===== src/rtl/glitch_sweep_scheduler.sv =====
// Glitch sweep scheduler: drives a target through repeated reset/offset/glitch/cool
// attempts and sweeps the glitch offset by a fixed step on each attempt.
// All outputs are registers computed from the next-state decode.
module glitch_sweep_scheduler #(
  parameter int unsigned RST_CYCLES = 10000000,
  parameter int unsigned COOLDOWN   = 1000
) (
  input  logic        clk,
  input  logic        rst_n,
  input  logic        start_i,
  input  logic        abort_i,
  input  logic [31:0] ofs_start_i,
  input  logic [31:0] ofs_step_i,
  input  logic [15:0] ofs_count_i,
  input  logic [31:0] dur_i,
  output logic        busy_o,
  output logic        target_rst_o,
  output logic        power_ctrl_o,
  output logic [31:0] cur_ofs_o,
  output logic [15:0] attempt_idx_o,
  output logic        attempt_done_o,
  output logic        sweep_done_o
);

  typedef enum logic [2:0] {
    IDLE   = 3'd0,
    RESET  = 3'd1,
    OFFSET = 3'd2,
    GLITCH = 3'd3,
    COOL   = 3'd4
  } state_t;

  // Counters load "length - 1" and leave their phase when they reach zero.
  localparam logic [31:0] RST_LOAD  = 32'(RST_CYCLES - 1);
  localparam logic [31:0] COOL_LOAD = 32'(COOLDOWN - 1);

  state_t      state_q, state_d;
  logic [31:0] cnt_q, cnt_d;
  logic [31:0] step_q, step_d;
  logic [15:0] count_q, count_d;
  logic [31:0] dur_q, dur_d;
  logic [31:0] cur_ofs_q, cur_ofs_d;
  logic [15:0] idx_q, idx_d;
  logic        busy_q, busy_d;
  logic        target_rst_q, target_rst_d;
  logic        power_ctrl_q, power_ctrl_d;
  logic        attempt_done_q, attempt_done_d;
  logic        sweep_done_q, sweep_done_d;
  logic        empty_sweep;

  // Next-state, counter and latched-parameter logic; output registers follow the next state.
  always_comb begin
    state_d     = state_q;
    cnt_d       = cnt_q;
    step_d      = step_q;
    count_d     = count_q;
    dur_d       = dur_q;
    cur_ofs_d   = cur_ofs_q;
    idx_d       = idx_q;
    empty_sweep = 1'b0;

    case (state_q)
      IDLE: begin
        if (start_i && !abort_i) begin
          if (ofs_count_i != 16'd0) begin
            step_d    = ofs_step_i;
            count_d   = ofs_count_i;
            dur_d     = dur_i;
            cur_ofs_d = ofs_start_i;
            idx_d     = 16'd0;
            cnt_d     = RST_LOAD;
            state_d   = RESET;
          end else begin
            empty_sweep = 1'b1;
          end
        end
      end
      RESET: begin
        if (cnt_q != 32'd0) begin
          cnt_d = cnt_q - 32'd1;
        end else if (cur_ofs_q != 32'd0) begin
          cnt_d   = cur_ofs_q - 32'd1;
          state_d = OFFSET;
        end else if (dur_q != 32'd0) begin
          cnt_d   = dur_q - 32'd1;
          state_d = GLITCH;
        end else begin
          cnt_d   = COOL_LOAD;
          state_d = COOL;
        end
      end
      OFFSET: begin
        if (cnt_q != 32'd0) begin
          cnt_d = cnt_q - 32'd1;
        end else if (dur_q != 32'd0) begin
          cnt_d   = dur_q - 32'd1;
          state_d = GLITCH;
        end else begin
          cnt_d   = COOL_LOAD;
          state_d = COOL;
        end
      end
      GLITCH: begin
        if (cnt_q != 32'd0) begin
          cnt_d = cnt_q - 32'd1;
        end else begin
          cnt_d   = COOL_LOAD;
          state_d = COOL;
        end
      end
      COOL: begin
        if (cnt_q != 32'd0) begin
          cnt_d = cnt_q - 32'd1;
        end else if (idx_q == count_q - 16'd1) begin
          state_d = IDLE;
        end else begin
          cur_ofs_d = cur_ofs_q + step_q;
          idx_d     = idx_q + 16'd1;
          cnt_d     = RST_LOAD;
          state_d   = RESET;
        end
      end
      default: begin
        state_d = IDLE;
        cnt_d   = 32'd0;
      end
    endcase

    // Abort overrides everything and produces no completion pulses.
    if (abort_i) begin
      state_d     = IDLE;
      cnt_d       = 32'd0;
      empty_sweep = 1'b0;
    end

    busy_d         = (state_d != IDLE);
    target_rst_d   = (state_d != RESET);
    power_ctrl_d   = (state_d == GLITCH);
    attempt_done_d = (state_d == COOL) && (cnt_d == 32'd0);
    sweep_done_d   = empty_sweep ||
                     (attempt_done_d && (idx_d == count_d - 16'd1));
  end

  // State, counters and registered outputs; reset asynchronously parks the target safely.
  always_ff @(posedge clk or negedge rst_n) begin
    if (!rst_n) begin
      state_q        <= IDLE;
      cnt_q          <= 32'd0;
      step_q         <= 32'd0;
      count_q        <= 16'd0;
      dur_q          <= 32'd0;
      cur_ofs_q      <= 32'd0;
      idx_q          <= 16'd0;
      busy_q         <= 1'b0;
      target_rst_q   <= 1'b1;
      power_ctrl_q   <= 1'b0;
      attempt_done_q <= 1'b0;
      sweep_done_q   <= 1'b0;
    end else begin
      state_q        <= state_d;
      cnt_q          <= cnt_d;
      step_q         <= step_d;
      count_q        <= count_d;
      dur_q          <= dur_d;
      cur_ofs_q      <= cur_ofs_d;
      idx_q          <= idx_d;
      busy_q         <= busy_d;
      target_rst_q   <= target_rst_d;
      power_ctrl_q   <= power_ctrl_d;
      attempt_done_q <= attempt_done_d;
      sweep_done_q   <= sweep_done_d;
    end
  end

  assign busy_o         = busy_q;
  assign target_rst_o   = target_rst_q;
  assign power_ctrl_o   = power_ctrl_q;
  assign cur_ofs_o      = cur_ofs_q;
  assign attempt_idx_o  = idx_q;
  assign attempt_done_o = attempt_done_q;
  assign sweep_done_o   = sweep_done_q;

endmodule


===== config.mk =====
export PLATFORM = sky130hd
export DESIGN_NAME = glitch_sweep_scheduler
export DESIGN_NICKNAME = d
export VERILOG_FILES = /design/src/rtl/glitch_sweep_scheduler.sv
export SDC_FILE = /design/constraint.sdc
export NUM_CORES = 1
export LEC_CHECK = 0
export CORE_MARGIN = 1
export CORE_UTILIZATION = 30
export DETAILED_ROUTE_END_ITERATION = 8
export GPL_TIMING_DRIVEN = 0
export PLACE_DENSITY = 0.53
export SYNTH_ARGS = -nofsm -noshare
export SYNTH_HDL_FRONTEND = slang
export SYNTH_SLANG_ARGS = --single-unit

===== constraint.sdc =====
create_clock -name clk -period 6.7 [get_ports clk]
set_input_delay 0.67 -clock clk [delete_from_list [all_inputs] [get_ports clk]]
set_output_delay 0.67 -clock clk [all_outputs]
set_load 0.01 [all_outputs]

=== Word level (Yosys, flattened, before mapping) ===
Index checks and enable logic that the tools add are counted.
Widths: inputs -> output; s select.

* Register bits after elaboration: 168
* Input port bits: 116

* Mux-type cells: 39
* Add/subtract/negate cells: 7
* Equal/unequal tests: 13
* Reduce and logical (&&, ||, !) cells: 15

{| class="wikitable"
|+ Operator list
! cell !! count
|-
| $mux 32 || 14
|-
| $pmux 32 s5 || 1
|-
| $mux 16 || 7
|-
| $reduce_bool 32->1 || 3
|-
| $sub 32x1->32 const B || 3
|-
| $pmux 32 s2 || 1
|-
| $add 32x32->32 || 1
|-
| $eq 16x16->1 || 2
|-
| $logic_not 32->1 || 1
|-
| $pmux 16 s2 || 1
|-
| $sub 16x1->16 const B || 2
|-
| $mux 3 || 9
|-
| $add 16x1->16 const B || 1
|-
| $reduce_bool 16->1 || 1
|-
| $pmux 3 s5 || 1
|-
| $eq 3x2->1 const B || 3
|-
| $ne 2x2->1 const B || 4
|-
| $eq 3x3->1 const B || 2
|-
| $mux 1 || 5
|-
| $reduce_and 5->1 || 1
|-
| $eq 3x1->1 const B || 1
|-
| $logic_and 1x1->1 || 3
|-
| $logic_not 3->1 || 1
|-
| $ne 3x1->1 const B || 1
|-
| other kinds (5) || 5
|}

=== Depth between registers and ports, before layout ===
Gate-level depths: netlist (run 1).

* Word-level depth: 10
* Gate-level depth with buffers: 23
* Gate-level depth less buffers: 17

=== Worst setup path after synthesis (run 1) ===
No wires, ideal clock.

* Kind: reg2reg
* Start point: reg state_q[1]
* End point: reg sweep_done_q, in the netlist sweep_done_o
* Arrival: 4.934 ns
* Path buffers: 6
* Cell stages (with the launch flop): 24
* Library setup time: 0.066 ns
* Path slack: 1.700 ns
* Clock period less this slack: 5.000 ns
* Cell sequence: dfrtp_1 -> or3_1 -> clkbuf_1 -> nor2_1 -> a21boi_0 -> buf_1 -> clkbuf_1 -> clkbuf_1 -> clkbuf_1 -> nor2_1 -> a21oi_1 -> ha_1 -> clkbuf_1 -> nand2_1 -> xor2_1 -> mux2i_1 -> nor2b_1 -> a21oi_1 -> a41oi_1 -> a2111oi_0 -> o221ai_1 -> nor4_1 -> nand4_1 -> nand2_1

* Word-level cells in the longest chain between the ends: 8
* Elaborated cells between the ends (all ways): 26
* Classes of those cells: add/sub (1); eq/ne (6); mux (14); reduce/logical (5)

{| class="wikitable"
|+ RTL lines
! item !! line !! RTL
|-
| start, declared || 37 || <nowiki>state_t state_q, state_d;</nowiki>
|-
| start signal, assigned || 160 || <nowiki>state_q <= state_d;</nowiki>
|-
| parallel branches: the longest is 7 deep, another holds $sub 16x1->16 || n/a ||
|-
| $logic_or 1x1->1 * || 140 || <nowiki>sweep_done_d = empty_sweep ||</nowiki>
|-
| via sweep_done_d || 48 || <nowiki>logic sweep_done_q, sweep_done_d;</nowiki>
|-
| end signal, assigned || 171 || <nowiki>sweep_done_q <= sweep_done_d;</nowiki>
|-
| end, declared || 48 ||
|}

Mark *: on every way through the listed nets, which the timed path passes.
A chain may end at the register's enable or synchronous reset.

=== Final worst setup path (run 1) ===
* Start point: in abort_i
* End point: reg sweep_done_q, in the netlist sweep_done_o

* Word-level cells in the longest chain between the ends: 9
* Elaborated cells between the ends (all ways): 22
* Classes of those cells: add/sub (1); eq/ne (2); mux (13); reduce/logical (6)

{| class="wikitable"
|+ RTL lines
! item !! line !! RTL
|-
| start, declared || 11 || <nowiki>input logic abort_i,</nowiki>
|-
| parallel branches: the longest is 8 deep, another holds $sub 16x1->16 || n/a ||
|-
| $logic_or 1x1->1 * || 140 ||
|-
| via sweep_done_d || 48 ||
|}

Marked as above.

==> flow_metrics.env, run 1 <==
export IMPL_status="completed"
export IMPL_yosysSeqAreaShare_pct=30.43
export IMPL_synth_cell_types=98
export IMPL_powerDensity_mw_per_mm2=398.8
export IMPL_ios=169
export IMPL_slew_headroom_pct=10.86
export IMPL_hpwl_um=48270
export IMPL_path_cells="clkdlybuf4s50_1 > nand2b_1 > nor2_1 > a21boi_0 > clkbuf_4 > clkbuf_4 > clkbuf_4 > clkbuf_4 > nor2_1 > a21oi_1 > ha_2 > nand2_1 > xor2_1 > nand2_1 > a21boi_1 > nand2b_1 > a41oi_1 > a2111oi_0 > o221ai_1 > nor4_4 > nand4_1 > nand2_1"
export IMPL_async_reset_ff_share_pct=100.0
export IMPL_drt_iter0_markers=1482
export IMPL_rr_endpoint="sweep_done_o$_DFF_PN0_"
export IMPL_p_leak_nw=6.952
export IMPL_syn_area_per_cell_um2=7.673
export IMPL_netlist_top_cells_area="dfrtp_1 (30%), nand2_1 (9.9%), xnor2_1 (4.2%)"
export IMPL_reg2reg_depth=15
export IMPL_die_w_um=216.6
export IMPL_grt_pass1_vias=14460
export IMPL_clkSlewWorstSetupHoldPaths_ns=0.07
export IMPL_synth_enable_flop_cells=0
export IMPL_ys_warnings_count=0
export IMPL_max_freq_mhz=157.2
export IMPL_yosys_area_top_type="dfrtp_1"
export IMPL_crit_path_start_kind="primary input"
export IMPL_clock_sinks=168
export IMPL_viasPerCell=5.764
export IMPL_max_vdd_ir_drop_uv=159.3
export IMPL_route_vias_total=15000
export IMPL_finalNonFillerCells=2602
export IMPL_numCtsBuffers=17
export IMPL_placed_cell_area_mm2=0.01629
export IMPL_final_nets=2143
export IMPL_syn_area_mm2=0.01382
export IMPL_max_cap_violations=0
export IMPL_synth_ff_type="dfrtp_1"
export IMPL_drive_gt1_share_pct=5.744
export IMPL_cp_required_ns=7.10
export IMPL_worstPathArrival_ns=6.76
export IMPL_syn_num_nets=1955
export IMPL_critPathKind="in2reg"
export IMPL_insertion_delay_ns=0.48
export IMPL_grt_overflow_total=0
export IMPL_stdcell_area_mm2=0.01692
export IMPL_start_util_pct=30.45
export IMPL_setup_violations_final=0
export IMPL_fin_setup_tns_ns=0
export IMPL_coreArea_mm2=0.04538
export IMPL_grt_max_degree=109
export IMPL_min_delay_path_class="in2async"
export IMPL_path_max_fanout=10
export IMPL_htreeDepth=4
export IMPL_final_util_pct=37.28
export IMPL_drc=0
export IMPL_antenna_found_initial=1
export IMPL_portBuffers=168
export IMPL_r2r_start="cnt_q[15]$_DFF_PN0_"
export IMPL_fin_crit_ns=6.362
export IMPL_crit_path_top_delay_cell="clkdlybuf4s50_1"
export IMPL_postRouteAntennaNets=0
export IMPL_netlist_instances=1801
export IMPL_endpoint_kind="flop"
export IMPL_fin_crit_sh_pct=94.96
export IMPL_avgRoutedWirePerCell_um=23.64
export IMPL_final_cell_mix="nand2_1 (363), dfrtp_1 (167), clkdlybuf4s50_1 (167), nor2_1 (135), a21oi_1 (96)"
export IMPL_first_pass_iters=6
export IMPL_worst_clock_skew_ns=0.01643
export IMPL_antennaDiodeCount=0
export IMPL_slew_violations=0
export IMPL_ctsHoldBuffers=0
export IMPL_synth_seq_cells=168
export IMPL_cpMostUsedCell="clkbuf_4"
export IMPL_chipHeight_um=216.6
export IMPL_grt_pass1_wl_um=92470
export IMPL_cts_tree="yes"
export IMPL_final_common_cell="nand2_1"
export IMPL_hold_viol=0
export IMPL_n_fill_cell=4770
export IMPL_rsz0062_at_grt="no"
export IMPL_worst_pin_slew_ns=1.327
export IMPL_area_growth_syn_to_layout_pct=22.41
export IMPL_clk_root_buffer_cell="clkbuf_16"
export IMPL_synth_top_cell_area_share_pct=30.24
export IMPL_dp_cells=2571
export IMPL_die_area_mm2=0.04693
export IMPL_gp_congestion=0.9961
export IMPL_finalWirelength_um=61500
export IMPL_cts_buffer_depth=2
export IMPL_num_rows=78
export IMPL_regToRegSetupSlack_ns=0.36
export IMPL_cts_setup_buffers=0
export IMPL_slowest_delay_ns=0.60
export IMPL_grt_use_total_pct=26.25
==> cell type report <==
class,instances,area [um2],area share [%]
Inverter,41,153.9,0.9098
Sequential cell,168,4205,24.86
Clock inverter,12,117.6,0.6953
Buffer,96,445.4,2.633
Timing Repair Buffer,170,1719,10.16
Clock buffer,20,446.7,2.641
Multi-Input combinational cell,1495,9077,53.66
Tap cell,600,750.7,4.438
==> critical path: cells and delay by family <==
family                     cells  cell delay, ns
xor gates and xnor gates       1            0.19
and+or+nand+nor                9            1.82
adders and majority gates      1            0.36
AOI/OAI and AO/OA              6            1.69
buffers and inverters          5            2.01
==> routing by layer <==
layer  routed length (um)  part of all wire, %  GRT usage [%]  vias to the layer above
met3                 4730                  7.7          5.207                      104
li1                     -                    -              -                     6970
met4                 1847                  3.0          9.507                        2
met2                27600                   45          40.81                      684
met5                   19                0.031              0                        -
met1                27310                   44          35.89                     7239
==> cell usage after synthesis (5+ instances only) <==
library cell,n
o21ai_0,95
a21oi_1,96
nand3b_1,5
dfrtp_1,167
a311oi_1,5
o21a_1,9
nand2_1,363
a211oi_1,18
and2_1,7
o211ai_1,11
a211o_1,5
nor4b_1,5
nor2b_1,15
or3_1,30
nor2_1,135
a22oi_1,8
buf_2,11
a21o_1,27
mux2_2,6
o2111ai_1,6
o31ai_1,17
buf_6,7
nand3_1,70
clkbuf_1,69
ha_1,37
xnor2_1,67
xor2_1,51
nor4_1,53
o41ai_1,8
nand4_1,27
and3_1,18
buf_1,9
o221ai_1,12
nand2b_1,19
or4_1,28
o22ai_1,10
mux2i_1,20
o21ai_1,8
a31oi_1,25
and4_1,8
nor3_1,59
inv_1,40
or2_2,11
==> cell families after synthesis <==
family                     after synthesis  share of synthesized area, %
xor gates and xnor gates               118                         7.478
adders and majority gates               38                         3.495
muxes                                   26                         1.937
and+or+nand+nor                        882                         31.36
buffers and inverters                  138                         4.255
AOI/OAI and AO/OA                      431                         21.04
DFF                                    168                         30.43
==> sequential cells by signal, indices dropped and copies added (netlist names) <==
name and cells:
cnt_q 32, cur_ofs_o 32, dur_q 32, step_q 32, attempt_idx_o 16, count_q 16
state_q 3, attempt_done_o 1, busy_o 1, power_ctrl_o 1, sweep_done_o 1, target_rst_o 1
==> report_power, final <==
group	internal, mW	switching (mW)	leakage [nW]
registers	1.29	0.446	2.13
clock network	0.527	0.482	0.269
logic	1.46	2.54	4.55
total	3.28	3.46	6.95
==> worst max path at each step <==
| stage | from | to | slack, ns |
|---|---|---|---|
| floorplan | state_q[1]$_DFF_PN0_ | sweep_done_o$_DFF_PN0_ | 1.70 |
| global placement | abort_i | sweep_done_o$_DFF_PN0_ | -2.61 |
| detailed placement | abort_i | sweep_done_o$_DFF_PN0_ | -2.49 |
| CTS | abort_i | sweep_done_o$_DFF_PN0_ | 0.11 |
| global route | abort_i | sweep_done_o$_DFF_PN0_ | 0.06 |
| finish | abort_i | sweep_done_o$_DFF_PN0_ | 0.34 |
==> metrics by stage <==
step / setup slack (ns) / power, mW / hold slack, ns
after floorplan: 1.700 / 4.161 / 0.3744
after global placement: -2.612 / 5.621 / 0.4727
after detailed placement: -2.493 / 5.614 / 0.4703
after CTS: 0.1062 / 6.660 / 0.1190
after global routing: 0.06177 / 7.153 / 0.1461
final: 0.3375 / 6.746 / 0.1121
==> timing repair <==
item,in CTS,in global routing
hold endpoints to repair,0,0
setup endpoints to repair,1,1
resized for setup,17,4
No activity file was read; power rests on OpenSTA's default activity.
==> inputs of run 2 (changes only) <==
SLEW_MARGIN = 20   (was default)
==> run 2 against run 1 <==
  * Combinational power barely moved
  * Cell count barely moved
  * First-iteration DRC count up 1.8%
  * Clock power is 5% higher
  * Clock-buffer cell count unchanged
  * Largest cell class unchanged
  * Via count is 0.34% higher
  * Largest power group unchanged
==> flow_metrics.env, run 2 (synthesized netlist as in run 1, its figures left out) <==
export IMPL_status="completed"
export IMPL_stdcell_area_mm2=0.01697
export IMPL_slew_violations=0
export IMPL_gp_congestion=0.9961
export IMPL_final_common_cell="nand2_1"
export IMPL_regToRegSetupSlack_ns=0.08
export IMPL_finalWirelength_um=61680
export IMPL_grt_pass1_vias=14350
export IMPL_min_delay_path_class="in2async"
export IMPL_critPathKind="reg2reg"
export IMPL_portBuffers=168
export IMPL_cp_num_buf_inv=3
export IMPL_dp_cells=2571
export IMPL_crit_path_top_delay_cell="nor4_1"
export IMPL_num_rows=78
export IMPL_drive_gt1_share_pct=5.797
export IMPL_drt_iter0_markers=1508
export IMPL_crit_family="simple AND/OR/NAND/NOR gates"
export IMPL_hpwl_um=48480
export IMPL_fin_setup_tns_ns=0
export IMPL_postRouteAntennaNets=0
export IMPL_area_growth_syn_to_layout_pct=22.77
export IMPL_viasPerCell=5.786
export IMPL_clock_sinks=168
export IMPL_die_w_um=216.6
export IMPL_avgRoutedWirePerCell_um=23.71
export IMPL_crit_path_start_kind="flop"
export IMPL_worstPathArrival_ns=7.03
export IMPL_setup_violations_final=0
export IMPL_max_cap_violations=0
export IMPL_chipHeight_um=216.6
export IMPL_max_vdd_ir_drop_uv=149.5
export IMPL_route_vias_total=15050
export IMPL_finalNonFillerCells=2601
export IMPL_netSwitchingPower_mw=3.455
export IMPL_grt_max_degree=74
export IMPL_swShare_pct=50.76
export IMPL_hold_viol=0
export IMPL_final_cell_mix="nand2_1 (363), dfrtp_1 (167), clkdlybuf4s50_1 (167), nor2_1 (135), a21oi_1 (96)"
export IMPL_endpoint_kind="flop"
export IMPL_clk_root_buffer_cell="clkbuf_16"
export IMPL_ctsHoldBuffers=0
export IMPL_setup_ws_ns=0.07940
export IMPL_fin_crit_sh_pct=98.81
export IMPL_clkPwrFrac_pct=15.6
export IMPL_numCtsBuffers=17
export IMPL_start_util_pct=30.45
export IMPL_coreArea_mm2=0.04538
export IMPL_p_leak_nw=6.983
export IMPL_p_int_mw=3.352
export IMPL_worst_pin_slew_ns=1.235
export IMPL_placed_cell_area_mm2=0.01633
export IMPL_htreeDepth=4
export IMPL_fin_crit_ns=6.621
export IMPL_first_pass_iters=6
export IMPL_sequentialPowerShare_pct=25.5
export IMPL_whs_ns=0.07182
export IMPL_pwr_share_comb_pct=58.9
export IMPL_grt_pass1_wl_um=91960
export IMPL_clkSlewWorstSetupHoldPaths_ns=0.08
export IMPL_slew_headroom_pct=17.00
export IMPL_drc=0
export IMPL_cts_buffer_depth=2
export IMPL_slowest_delay_ns=0.76
export IMPL_powerDensity_mw_per_mm2=401.2
export IMPL_grt_use_total_pct=26.20
export IMPL_worst_clock_skew_ns=0.01416
export IMPL_antennaDiodeCount=0
export IMPL_place_ws_ns=-2.535
export IMPL_max_freq_mhz=151.0
export IMPL_path_cells="clkbuf_1 > nor4_1 > nand4_1 > or2_2 > nor2_1 > clkbuf_1 > buf_1 > o211ai_1 > nand3_1 > o31ai_1 > nor4_1 > nand4_1 > nor4_1 > nand4_1 > nand2_1"
export IMPL_ios=169
export IMPL_insertion_delay_ns=0.48
export IMPL_antenna_found_initial=0
export IMPL_cts_tree="yes"
export IMPL_die_area_mm2=0.04693
export IMPL_grt_overflow_total=0
export IMPL_cp_required_ns=7.11
export IMPL_path_max_fanout=10
export IMPL_final_nets=2143
## run 2: area by class of cell
class | instances | area [um2]
Inverter | 41 | 153.9
Clock buffer | 20 | 446.7
Sequential cell | 168 | 4205
Buffer | 96 | 442.9
Fill cell | 4721 | 28410
Clock inverter | 11 | 147.6
Multi-Input combinational cell | 1495 | 9077
Tap cell | 600 | 750.7
Timing Repair Buffer | 170 | 1742
## run 2: metal layers
layer	part of all wire, %	wire length [um]	track usage [%]	vias up
li1	-	-	-	6955
met1	44	27250	36.02	7305
met2	45	27630	40.81	692
met3	8.0	4952	4.800	98
met4	3.0	1839	9.413	0
met5	0	0	0	-
## run 2: worst register-to-register path: stages, from the launching register on
cell and delay, ns:
dfrtp_1 0.36, clkbuf_1 0.20, nor4_1 0.76, nand4_1 0.45, or2_2 0.47, nor2_1 0.45
clkbuf_1 0.65, buf_1 0.70, o211ai_1 0.33, nand3_1 0.29, o31ai_1 0.11, nor4_1 0.42
nand4_1 0.21, nor4_1 0.76, nand4_1 0.25, nand2_1 0.13
## run 2: repair_timing
action	CTS	global route
buffers inserted	0	0
endpoints found under the setup margin	1	1
gates resized for setup	13	4
## run 2: path summary, 6_finish.rpt
kind | start | end | cells past startpoint
min in group clk | step_q[16]$_DFFE_PN0P_ | step_q[16]$_DFFE_PN0P_ | 2
hold / removal | rst_n | step_q[20]$_DFFE_PN0P_ | 1
setup / recovery | cnt_q[15]$_DFF_PN0_ | sweep_done_o$_DFF_PN0_ | 15
hold reg to reg | step_q[16]$_DFFE_PN0P_ | step_q[16]$_DFFE_PN0P_ | 2
max in group asynchronous | rst_n | target_rst_o$_DFF_PN1_ | 2
setup reg to reg | cnt_q[15]$_DFF_PN0_ | sweep_done_o$_DFF_PN0_ | 15
## run 2: power groups by stage
stage / clock network, mW / registers, mW / logic (mW)
2_1_floorplan: 0 / 1.60 / 2.56
3_3_place_gp: 0 / 1.74 / 3.88
3_5_place_dp: 0 / 1.74 / 3.88
4_1_cts: 1.08 / 1.73 / 3.91
5_1_grt: 1.12 / 1.77 / 4.30
6_report: 1.06 / 1.74 / 4.01
## run 2: metrics by stage
step                      total power, mW  util [%]
after global routing                7.192     37.39
after detailed placement            5.622     35.99
after floorplan                     4.161         -
after global placement              5.621     35.81
final                               6.807     37.39
after CTS                           6.725     37.37
